### config.mk
export PLATFORM = sky130hd
export DESIGN_NAME = alu_core_flat
export DESIGN_NICKNAME = d
export VERILOG_FILES = /design/src/rtl/alu_if.sv /design/src/rtl/alu_core.sv /design/src/flat_wrapper.sv
export SDC_FILE = /design/constraint.sdc
export NUM_CORES = 1
export LEC_CHECK = 0
export ABC_AREA = 1
export BUFFER_PORTS_ARGS = -buffer_cell sky130_fd_sc_hd__buf_2
export CAP_MARGIN = 20
export CORE_ASPECT_RATIO = 1.4
export CORE_MARGIN = 2
export CORE_UTILIZATION = 50
export CTS_CLUSTER_SIZE = 8
export DETAILED_ROUTE_END_ITERATION = 12
export GPL_TIMING_DRIVEN = 0
export PLACE_DENSITY_LB_ADDON = 0.2
export REMOVE_ABC_BUFFERS = 1
export SYNTH_ARGS = -nofsm -noshare
export SYNTH_HDL_FRONTEND = slang
export SYNTH_SLANG_ARGS = --single-unit
### constraint.sdc
create_clock -name clk -period 5.85 [get_ports clk]
set_input_delay 1.17 -clock clk [delete_from_list [all_inputs] [get_ports clk]]
set_output_delay 1.17 -clock clk [all_outputs]
set_load 0.02 [all_outputs]
### src/rtl/alu_if.sv
// ALU operand/command/result bundle.
//   master : drives CE, MODE, CMD, INP_VALID, OPA, OPB, CIN; observes RES and flags
//   slave  : the ALU side, consumes the request and drives RES, COUT, OFLOW, E, G, L, ERR
interface alu_if #(
  parameter int unsigned WIDTH     = 8,
  parameter int unsigned CMD_WIDTH = 3
);
  logic                 CE;
  logic                 MODE;
  logic [CMD_WIDTH:0]   CMD;
  logic [1:0]           INP_VALID;
  logic [WIDTH-1:0]     OPA;
  logic [WIDTH-1:0]     OPB;
  logic                 CIN;
  logic [WIDTH:0]       RES;
  logic                 COUT;
  logic                 OFLOW;
  logic                 E;
  logic                 G;
  logic                 L;
  logic                 ERR;

  modport master (
    output CE, MODE, CMD, INP_VALID, OPA, OPB, CIN,
    input  RES, COUT, OFLOW, E, G, L, ERR
  );

  modport slave (
    input  CE, MODE, CMD, INP_VALID, OPA, OPB, CIN,
    output RES, COUT, OFLOW, E, G, L, ERR
  );
endinterface

### src/rtl/alu_core.sv
// Registered ALU with arithmetic and logical command sets and operand collection.
// Operands may arrive together or one at a time; a lone operand of a two-operand
// command is latched with the command and the ALU waits up to 16 enabled cycles
// for its partner before reporting ERR.
//   clk  : rising-edge clock
//   rst  : synchronous active-high reset, wins over CE
//   bus  : alu_if slave (CE, MODE, CMD, INP_VALID, OPA, OPB, CIN in; RES and flags out)
module alu_core #(
  parameter int unsigned WIDTH     = 8,
  parameter int unsigned CMD_WIDTH = 3
) (
  input logic  clk,
  input logic  rst,
  alu_if.slave bus
);

  localparam int unsigned ShW = $clog2(WIDTH);

  typedef logic [WIDTH:0]     res_t;
  typedef logic [WIDTH-1:0]   op_t;
  typedef logic [CMD_WIDTH:0] cmd_t;

  typedef struct packed {
    res_t res;
    logic cout;
    logic oflow;
    logic e;
    logic g;
    logic l;
    logic err;
  } out_t;

  typedef enum logic [1:0] {StIdle, StWaitA, StWaitB} state_e;

  // Returns {legal, need_a, need_b}.
  function automatic logic [2:0] decode(input logic mode, input cmd_t cmd);
    logic [31:0] c;
    logic [2:0]  d;
    c = 32'(cmd);
    if (mode) begin
      case (c)
        0, 1, 2, 3, 8: d = 3'b111;
        4, 5:          d = 3'b110;
        6, 7:          d = 3'b101;
        default:       d = 3'b000;
      endcase
    end else begin
      case (c)
        0, 1, 2, 3, 4, 5, 12, 13: d = 3'b111;
        6, 8, 9:                  d = 3'b110;
        7, 10, 11:                d = 3'b101;
        default:                  d = 3'b000;
      endcase
    end
    return d;
  endfunction

  function automatic out_t alu_eval(input logic mode, input cmd_t cmd, input op_t a,
                                    input op_t b, input logic cin);
    out_t        o;
    logic [31:0] c;
    res_t        ea, eb, ec;
    op_t         t;
    int unsigned s;
    o  = '0;
    c  = 32'(cmd);
    ea = res_t'(a);
    eb = res_t'(b);
    ec = res_t'(cin);
    t  = '0;
    s  = 32'(b[ShW-1:0]);
    if (mode) begin
      case (c)
        0: begin o.res = ea + eb;      o.cout  = o.res[WIDTH]; end
        1: begin o.res = ea - eb;      o.oflow = (ea < eb);    end
        2: begin o.res = ea + eb + ec; o.cout  = o.res[WIDTH]; end
        3: begin o.res = ea - eb - ec; o.oflow = (ea < eb + ec); end
        4: o.res = ea + res_t'(1);
        5: o.res = ea - res_t'(1);
        6: o.res = eb + res_t'(1);
        7: o.res = eb - res_t'(1);
        8: begin o.e = (a == b); o.g = (a > b); o.l = (a < b); end
        default: o.err = 1'b1;
      endcase
    end else begin
      case (c)
        0:  t = a & b;
        1:  t = ~(a & b);
        2:  t = a | b;
        3:  t = ~(a | b);
        4:  t = a ^ b;
        5:  t = ~(a ^ b);
        6:  t = ~a;
        7:  t = ~b;
        8:  t = a >> 1;
        9:  t = a << 1;
        10: t = b >> 1;
        11: t = b << 1;
        12: t = (a << s) | (a >> (WIDTH - s));
        13: t = (a >> s) | (a << (WIDTH - s));
        default: o.err = 1'b1;
      endcase
      // Rotate amounts beyond the operand width are rejected rather than wrapped.
      if ((c == 12 || c == 13) && (|b[WIDTH-1:ShW])) begin
        o.err = 1'b1;
        t     = '0;
      end
      o.res = res_t'(t);
    end
    return o;
  endfunction

  state_e     state_q, state_d;
  logic [3:0] cnt_q, cnt_d;
  op_t        lat_a_q, lat_a_d;
  op_t        lat_b_q, lat_b_d;
  cmd_t       lat_cmd_q, lat_cmd_d;
  logic       lat_mode_q, lat_mode_d;
  logic       lat_cin_q, lat_cin_d;
  out_t       out_q, out_d;

  logic [2:0] dec;
  logic       ok_a, ok_b;
  out_t       timeout_out;

  always_comb begin
    state_d    = state_q;
    cnt_d      = cnt_q;
    lat_a_d    = lat_a_q;
    lat_b_d    = lat_b_q;
    lat_cmd_d  = lat_cmd_q;
    lat_mode_d = lat_mode_q;
    lat_cin_d  = lat_cin_q;
    out_d      = out_q;

    dec  = decode(bus.MODE, bus.CMD);
    ok_a = !dec[1] || bus.INP_VALID[0];
    ok_b = !dec[0] || bus.INP_VALID[1];

    timeout_out     = '0;
    timeout_out.err = 1'b1;

    if (bus.CE) begin
      case (state_q)
        StIdle: begin
          if (bus.INP_VALID != 2'b00) begin
            if (!dec[2] || (ok_a && ok_b)) begin
              out_d = alu_eval(bus.MODE, bus.CMD, bus.OPA, bus.OPB, bus.CIN);
            end else if (dec[1] && dec[0]) begin
              // Exactly one operand of a two-operand command is present.
              lat_cmd_d  = bus.CMD;
              lat_mode_d = bus.MODE;
              lat_cin_d  = bus.CIN;
              cnt_d      = '0;
              if (bus.INP_VALID[0]) begin
                lat_a_d = bus.OPA;
                state_d = StWaitB;
              end else begin
                lat_b_d = bus.OPB;
                state_d = StWaitA;
              end
            end
          end
        end
        StWaitB: begin
          if (bus.INP_VALID[1]) begin
            out_d   = alu_eval(lat_mode_q, lat_cmd_q,
                               bus.INP_VALID[0] ? bus.OPA : lat_a_q, bus.OPB, lat_cin_q);
            state_d = StIdle;
          end else if (cnt_q == 4'd15) begin
            out_d   = timeout_out;
            state_d = StIdle;
          end else begin
            cnt_d = cnt_q + 4'd1;
          end
        end
        StWaitA: begin
          if (bus.INP_VALID[0]) begin
            out_d   = alu_eval(lat_mode_q, lat_cmd_q, bus.OPA,
                               bus.INP_VALID[1] ? bus.OPB : lat_b_q, lat_cin_q);
            state_d = StIdle;
          end else if (cnt_q == 4'd15) begin
            out_d   = timeout_out;
            state_d = StIdle;
          end else begin
            cnt_d = cnt_q + 4'd1;
          end
        end
        default: state_d = StIdle;
      endcase
    end
  end

  always_ff @(posedge clk) begin
    if (rst) begin
      state_q    <= StIdle;
      cnt_q      <= '0;
      lat_a_q    <= '0;
      lat_b_q    <= '0;
      lat_cmd_q  <= '0;
      lat_mode_q <= 1'b0;
      lat_cin_q  <= 1'b0;
      out_q      <= '0;
    end else begin
      state_q    <= state_d;
      cnt_q      <= cnt_d;
      lat_a_q    <= lat_a_d;
      lat_b_q    <= lat_b_d;
      lat_cmd_q  <= lat_cmd_d;
      lat_mode_q <= lat_mode_d;
      lat_cin_q  <= lat_cin_d;
      out_q      <= out_d;
    end
  end

  assign bus.RES   = out_q.res;
  assign bus.COUT  = out_q.cout;
  assign bus.OFLOW = out_q.oflow;
  assign bus.E     = out_q.e;
  assign bus.G     = out_q.g;
  assign bus.L     = out_q.l;
  assign bus.ERR   = out_q.err;

endmodule

### src/flat_wrapper.sv
// flat-port wrapper written by rule: the top's interface ports become plain ports
module alu_core_flat 
#(
  parameter int unsigned WIDTH     = 8,
  parameter int unsigned CMD_WIDTH = 3
)
  (clk, rst, bus_CE, bus_MODE, bus_CMD, bus_INP_VALID, bus_OPA, bus_OPB, bus_CIN, bus_RES, bus_COUT, bus_OFLOW, bus_E, bus_G, bus_L, bus_ERR);
  alu_if #(.WIDTH(WIDTH), .CMD_WIDTH(CMD_WIDTH)) bus_i ();
  input logic clk;
  input logic rst;
  input wire logic [$bits(bus_i.CE)-1:0] bus_CE;
  input wire logic [$bits(bus_i.MODE)-1:0] bus_MODE;
  input wire logic [$bits(bus_i.CMD)-1:0] bus_CMD;
  input wire logic [$bits(bus_i.INP_VALID)-1:0] bus_INP_VALID;
  input wire logic [$bits(bus_i.OPA)-1:0] bus_OPA;
  input wire logic [$bits(bus_i.OPB)-1:0] bus_OPB;
  input wire logic [$bits(bus_i.CIN)-1:0] bus_CIN;
  output wire logic [$bits(bus_i.RES)-1:0] bus_RES;
  output wire logic [$bits(bus_i.COUT)-1:0] bus_COUT;
  output wire logic [$bits(bus_i.OFLOW)-1:0] bus_OFLOW;
  output wire logic [$bits(bus_i.E)-1:0] bus_E;
  output wire logic [$bits(bus_i.G)-1:0] bus_G;
  output wire logic [$bits(bus_i.L)-1:0] bus_L;
  output wire logic [$bits(bus_i.ERR)-1:0] bus_ERR;
  assign bus_i.CE = bus_CE;
  assign bus_i.MODE = bus_MODE;
  assign bus_i.CMD = bus_CMD;
  assign bus_i.INP_VALID = bus_INP_VALID;
  assign bus_i.OPA = bus_OPA;
  assign bus_i.OPB = bus_OPB;
  assign bus_i.CIN = bus_CIN;
  assign bus_RES = bus_i.RES;
  assign bus_COUT = bus_i.COUT;
  assign bus_OFLOW = bus_i.OFLOW;
  assign bus_E = bus_i.E;
  assign bus_G = bus_i.G;
  assign bus_L = bus_i.L;
  assign bus_ERR = bus_i.ERR;
  alu_core #(.WIDTH(WIDTH), .CMD_WIDTH(CMD_WIDTH)) u_core (.clk(clk), .rst(rst), .bus(bus_i));
endmodule
# ---- Yosys cells after proc, flatten, opt, wreduce, memory -nomap -nowiden
# Memory sizes are Yosys's and may differ from the RTL's.
# Index checks and enable logic that the tools add are counted.
dict set report op_classes {
  div_mod_pow 0
  n_eq_ne 38
  shift 12
  mul 0
  n_reduce_logical 29
  n_lt_le_gt_ge 12
  mux 58
  n_bitwise 30
  n_addsub 26
}
# operator n
set ops {}
lappend ops {{case mux 8 bit (14 select lines)} 3}
lappend ops {{case mux 9 bit (8 select lines)} 3}
lappend ops {{inverter 8 bit} 13}
lappend ops {{left shift 8 x 32 -> 8 bit} 3}
lappend ops {{right shift 8 x 32 -> 8 bit} 3}
lappend ops {{2-to-1 mux 15 bit} 5}
lappend ops {{OR 8 bit} 9}
lappend ops {{== test 4 bit, second input constant} 13}
lappend ops {{< comparator 8 bit} 6}
lappend ops {{case mux 15 bit (3 select lines)} 1}
lappend ops {{2-to-1 mux 8 bit} 5}
lappend ops {{adder 8 x 1 -> 9 bit, second input constant} 4}
lappend ops {{subtractor 8 x 1 -> 9 bit, second input constant} 4}
lappend ops {{== test 4 x 3 -> 1 bit, second input constant} 8}
lappend ops {{OR reduction 14 bit} 2}
lappend ops {{adder 8 x 1 -> 9 bit} 3}
lappend ops {{adder 8 x 8 -> 9 bit} 3}
lappend ops {{adder 9 x 1 -> 9 bit} 3}
lappend ops {{< comparator 8 x 9 -> 1 bit} 3}
lappend ops {{2-to-1 mux 9 bit} 3}
lappend ops {{subtractor 8 x 8 -> 9 bit} 3}
lappend ops {{subtractor 9 x 1 -> 9 bit} 3}
lappend ops {{AND 8 bit} 3}
lappend ops {{== test 8 bit} 3}
lappend ops {{34 further kinds} 96}
dict set report word_totals {
  output_inout_bits 15
  reg_bits 43
  in_bits 27
  mem_bits_rw 0
  n_memories 2
  latchBits 0
  romBits 96
  elab_cells 221
}
# memory depth word_bits rd rd_clocked_by_memory_dff write_ports line_no
set memory_table {}
lappend memory_table {{(name not given)} 16 3 1 0 0 alu_core.sv:41} ;# case (c)
lappend memory_table {{(name not given)} 16 3 1 0 0 alu_core.sv:48} ;# case (c)

# ---- Depth between registers and ports, before layout
dict set report depth {
  ltp_word 9
  mapped_depth 25
  depth_no_buf 23
}

# ---- Worst setup path before layout
# OpenSTA, ideal clock, no wires.
dict set report synth_path {
  kind {input to register}
  start {input bus_OPA[0]}
  end {register u_core.out_q, in the netlist u_core.bus.RES[6]}
  setup_time_ns 0.070
  arrival_time_ns 3.838
  cell_stages 22
  path_slack_ns 1.943
  t_required_ns 5.780
  path_buffers 1
  cell_sequence {buf_2 -> inv_2 -> nand2_1 -> o21ai_2 -> inv_1 -> ha_1 -> fa_1 -> ha_1 -> inv_1 -> nor2_1 -> nand3_1 -> nor2_1 -> nand2_1 -> a21oi_1 -> o21ai_0 -> nand3_1 -> nand2_1 -> nand2_1 -> nand2_1 -> nand2_1 -> nand2_1 -> a21oi_1}
}
dict set report synth_between {
  elab_chain_cells 8
  elab_cells_between_ends 52
  cone_classes {16 x add/sub; 12 x shift; 18 x mux; 6 x bitwise}
}
# item line_no
set synth_rtl {}
lappend synth_rtl {{from (decl)} flat_wrapper.sv:15} ;# input wire logic [$bits(bus_i.OPA)-1:0] bus_OPA;
lappend synth_rtl {{parallel branches: the longest is 7 deep, another holds subtractor 8 x 8 -> 9 bit} -}
lappend synth_rtl {{case mux 15 bit (3 select lines) *} alu_core.sv:144} ;# case (state_q)
lappend synth_rtl {{to (signal assigned)} alu_core.sv:212} ;# out_q <= out_d;
lappend synth_rtl {{to (decl)} alu_core.sv:120} ;# out_t out_q, out_d;
# Every way passes the cells marked *. The select of a mux whose other input is x is not followed.
# A chain may end at the register's enable or synchronous reset.

# ---- Worst setup path after layout
dict set report layout_path {
  start {input bus_OPA[2]}
  end {register u_core.out_q, in the netlist u_core.bus.RES[3]}
}
# The elaborated chain is that of the path after synthesis.

==> flow_summary.json <==
{
  "p_per_area_nw_per_um2": 145.7,
  "gp_congestion": 1.107,
  "crit_buf_inv": 3,
  "cp.depth": 14,
  "hold_violations": 0,
  "cts_hold_buf": 0,
  "path_common_cell": "nand2_1",
  "crit_family": "buffers and inverters",
  "root_buffer": "clkbuf_16",
  "crit_fanout": 20,
  "layout_commonest_cell": "nand2_1",
  "critPathCaptureType": "flop",
  "hold_class": "flop to flop",
  "path_clk_slew_ps": 70,
  "initial_utilization_pct": 50.60,
  "rows": 72,
  "violations": "setup timing",
  "synthSimpleGateAreaFrac_pct": 36.80,
  "cts_made_buffers": 5,
  "postRouteWirelength_um": 66620,
  "p_total_mw": 2.106,
  "leakagePower_nw": 6.848,
  "dieArea_um2": 29270,
  "pin_count": 42,
  "final_antenna_net_count": 0,
  "setup_slack_ps": -97.64,
  "viasPerCell": 6.527,
  "dr.pass1.iters": 7,
  "die_width_um": 145.2,
  "antenna_cells": 0,
  "final_cell_mix": "nand2_1, inv_1, nor2_1",
  "synth_compound_area_share_pct": 26.34,
  "r2r_slack_ps": 1710,
  "slew_headroom_pct": 14.31,
  "ys.flop_type": "dfxtp_1",
  "hpwl_um": 50270,
  "synth.yosys.seq_area_share_pct": 6.172,
  "min_period_ps": 5948,
  "maxCapViolCount": 0,
  "htreeDepth": 2,
  "fillers": 2997,
  "ir_worst_vdd_mv": 0.1319,
  "synth_xor_area_share_pct": 3.615,
  "rsz0062_at_grt": "no",
  "gr-total-overflow": 0,
  "cp-start-kind": "primary input",
  "synth_mux_area_share_pct": 0,
  "ys_types": 64,
  "cts_sinks": 43,
  "wire_per_inst_um": 23.66,
  "fin_nets": 2636,
  "worst-r2r-cell-count": 16,
  "synth_edf_count": 0,
  "finalMaxSlewViolations": 0,
  "worst_pin_slew_ps": 1281,
  "postSynth.asyncResetShare_pct": 0,
  "clk_latency_ps": 300,
  "cp_slowest_stage_delay_ps": 850,
  "period_share_pct": 101.7,
  "io_buffers": 41,
  "cp_slowest_cell": "nor4_1",
  "setup_violations": 1,
  "drc": 0,
  "fin_skew_ps": 7.940,
  "drive_gt1_share_pct": 5.603,
  "fin_tns_setup_ps": -97.64,
  "vias": 18370,
  "ys_ff_latch": 43,
  "grt_max_degree": 47,
  "grt_first_pass_wirelength_um": 99310,
  "whs_path_depth": 2,
  "grt_usage_pct": 43.75,
  "netlist_area_um2": 13950,
  "worstPathCellList": "buf_2, clkinv_1, ha_1, inv_2, a21oi_1, o21ai_2, xor2_2, o22ai_1, nor4_1, o311ai_0, nand3_1, nand2_1, nand2_1, nor2_1",
  "grt_pass1_vias": 16620,
  "max_freq_mhz": 168.1,
  "synth_top_family_by_area": "simple AND/OR/NAND/NOR gates",
  "first_iter_violations": 2472,
  "critPathKind": "primary input to flop",
  "synthAdderAreaFrac_pct": 15.23,
  "netlist_instances": 2488,
  "syn_to_final_growth_pct": 3.624,
  "arrival_ps": 6150,
  "die_h_um": 201.6,
  "core_um2": 27570,
  "postSynthAreaPerCell_um2": 5.606,
  "ys_warn_count": 0,
  "antenna_found_initial": 0,
  "worstPathRequired_ps": 6050,
  "status": "complete, but fails checks",
  "clockBufferDepth": 2,
  "cts_tree": "done"
}
==> cell usage after synthesis (all sizes together), types with 2 or more instances <==
master	instances	area (um2)
o21a	4	30.03
o31ai	7	52.55
a2111oi	2	17.52
o21bai	6	48.80
a31oi	7	43.79
a21oi	163	815.8
a22o	4	35.03
fa	8	160.2
o21ai	249	1303
o2111ai	22	192.7
nand3	182	920.9
a221oi	13	113.9
a211oi	20	155.1
nor4	13	81.33
a22oi	8	60.06
and2	2	12.51
xor2	44	400.4
nor3	35	196.4
nor2	224	868.3
nand4	55	344.1
o211ai	29	222.7
clkbuf	45	170.2
clkinv	10	37.54
o31a	2	17.52
or2	4	25.02
and3	2	12.51
nand3b	8	60.06
o311ai	3	26.28
buf	58	335.3
o221ai	16	140.1
a32oi	2	17.52
inv	293	1110
o22ai	54	337.8
dfxtp	43	860.8
ha	157	1964
nand2	678	2611
xnor2	11	103.9
==> report_power, final <==
group | leakage [nW] | internal, mW | switching [mW]
Clock | 0.0838 | 0.202 | 0.143
Combinational | 6.41 | 0.400 | 1.03
Sequential | 0.350 | 0.312 | 0.0227
Total | 6.85 | 0.914 | 1.19
==> cells by family after synthesis <==
group	count (synthesis)
adders and majority gates	165
AOI/OAI and AO/OA	616
DFF	43
xor gates and xnor gates	55
and+or+nand+nor	1203
buffers and inverters	406
==> metrics by stage <==
| step | setup slack [ps] | hold WS, ps | util [%] | instances | area, um2 |
|---|---|---|---|---|---|
| 6_report | -97.64 | 466.6 | 52.43 | 2815 | 14450 |
| 5_1_grt | 83.11 | 506.4 | 52.43 | 2815 | 14450 |
| 4_1_cts | 139.0 | 462.2 | 52.23 | 2811 | 14400 |
| 3_5_place_dp | -159.9 | 452.7 | 51.62 | 2803 | 14230 |
| 3_3_place_gp | -1047 | 446.8 | 51.19 | 2796 | 14110 |
| 2_1_floorplan | 1716 | 433.4 | - | 2385 | 13440 |
==> area by class of cell <==
cell class / instances / area, um2 / area share [%]
clock buffers: 5 / 125.1 / 0.8656
well taps: 370 / 462.9 / 3.203
flip-flops and latches: 43 / 860.8 / 5.956
multi-input cells: 2039 / 11440 / 79.16
clock inverters: 3 / 43.79 / 0.3030
inverters: 303 / 1154 / 7.981
repair buffers: 52 / 365.4 / 2.528
==> worst reg2reg max path, stage by stage (launching register included) <==
cell      delay (ps)
dfxtp_1          470
nand2_1          150
inv_1             70
nand2_1          270
inv_2            600
ha_1             410
or2_2            320
o21ai_0          290
nand2_1           90
nand2_1          110
xor2_1           130
a21oi_1          220
nand4_1          100
a211oi_1         490
nor2_1           100
nor2_1           140
nor2_1            60
==> path summary, 6_finish.rpt <==
| path | start | endpoint |
|---|---|---|
| setup / recovery | bus_OPA[2] | u_core.bus.RES[3] |
| hold / removal | u_core.lat_b_q[7] | u_core.lat_b_q[7] |
| setup reg to reg | u_core.lat_cmd_q[1] | u_core.bus.RES[5] |
| hold reg to reg | u_core.lat_b_q[7] | u_core.lat_b_q[7] |
==> flip-flops by register name, summed over array words and instances (netlist names) <==
register and flops:
u_core.lat_cin_q 1, u_core.state_q 2, u_core.bus.RES 9, u_core.lat_a_q 8, u_core.bus.E 1, u_core.bus.G 1
u_core.bus.L 1, u_core.lat_mode_q 1, u_core.bus.OFLOW 1, u_core.lat_b_q 8, u_core.bus.ERR 1, u_core.bus.COUT 1
u_core.lat_cmd_q 4, u_core.cnt_q 4
==> metal layers <==
| layer | GRT usage (%) | routed length (um) |
|---|---|---|
| met1 | 51.68 | 23640 |
| met2 | 70.20 | 28650 |
| met3 | 6.689 | 7602 |
| met4 | 35.61 | 6722 |
| met5 | 0 | 0 |
==> timing repair <==
action                     CTS  global route
setup endpoints to repair    0             6
setup buffers                0             1
gates resized for setup      0             4
Power figures use the tool's default switching activity.
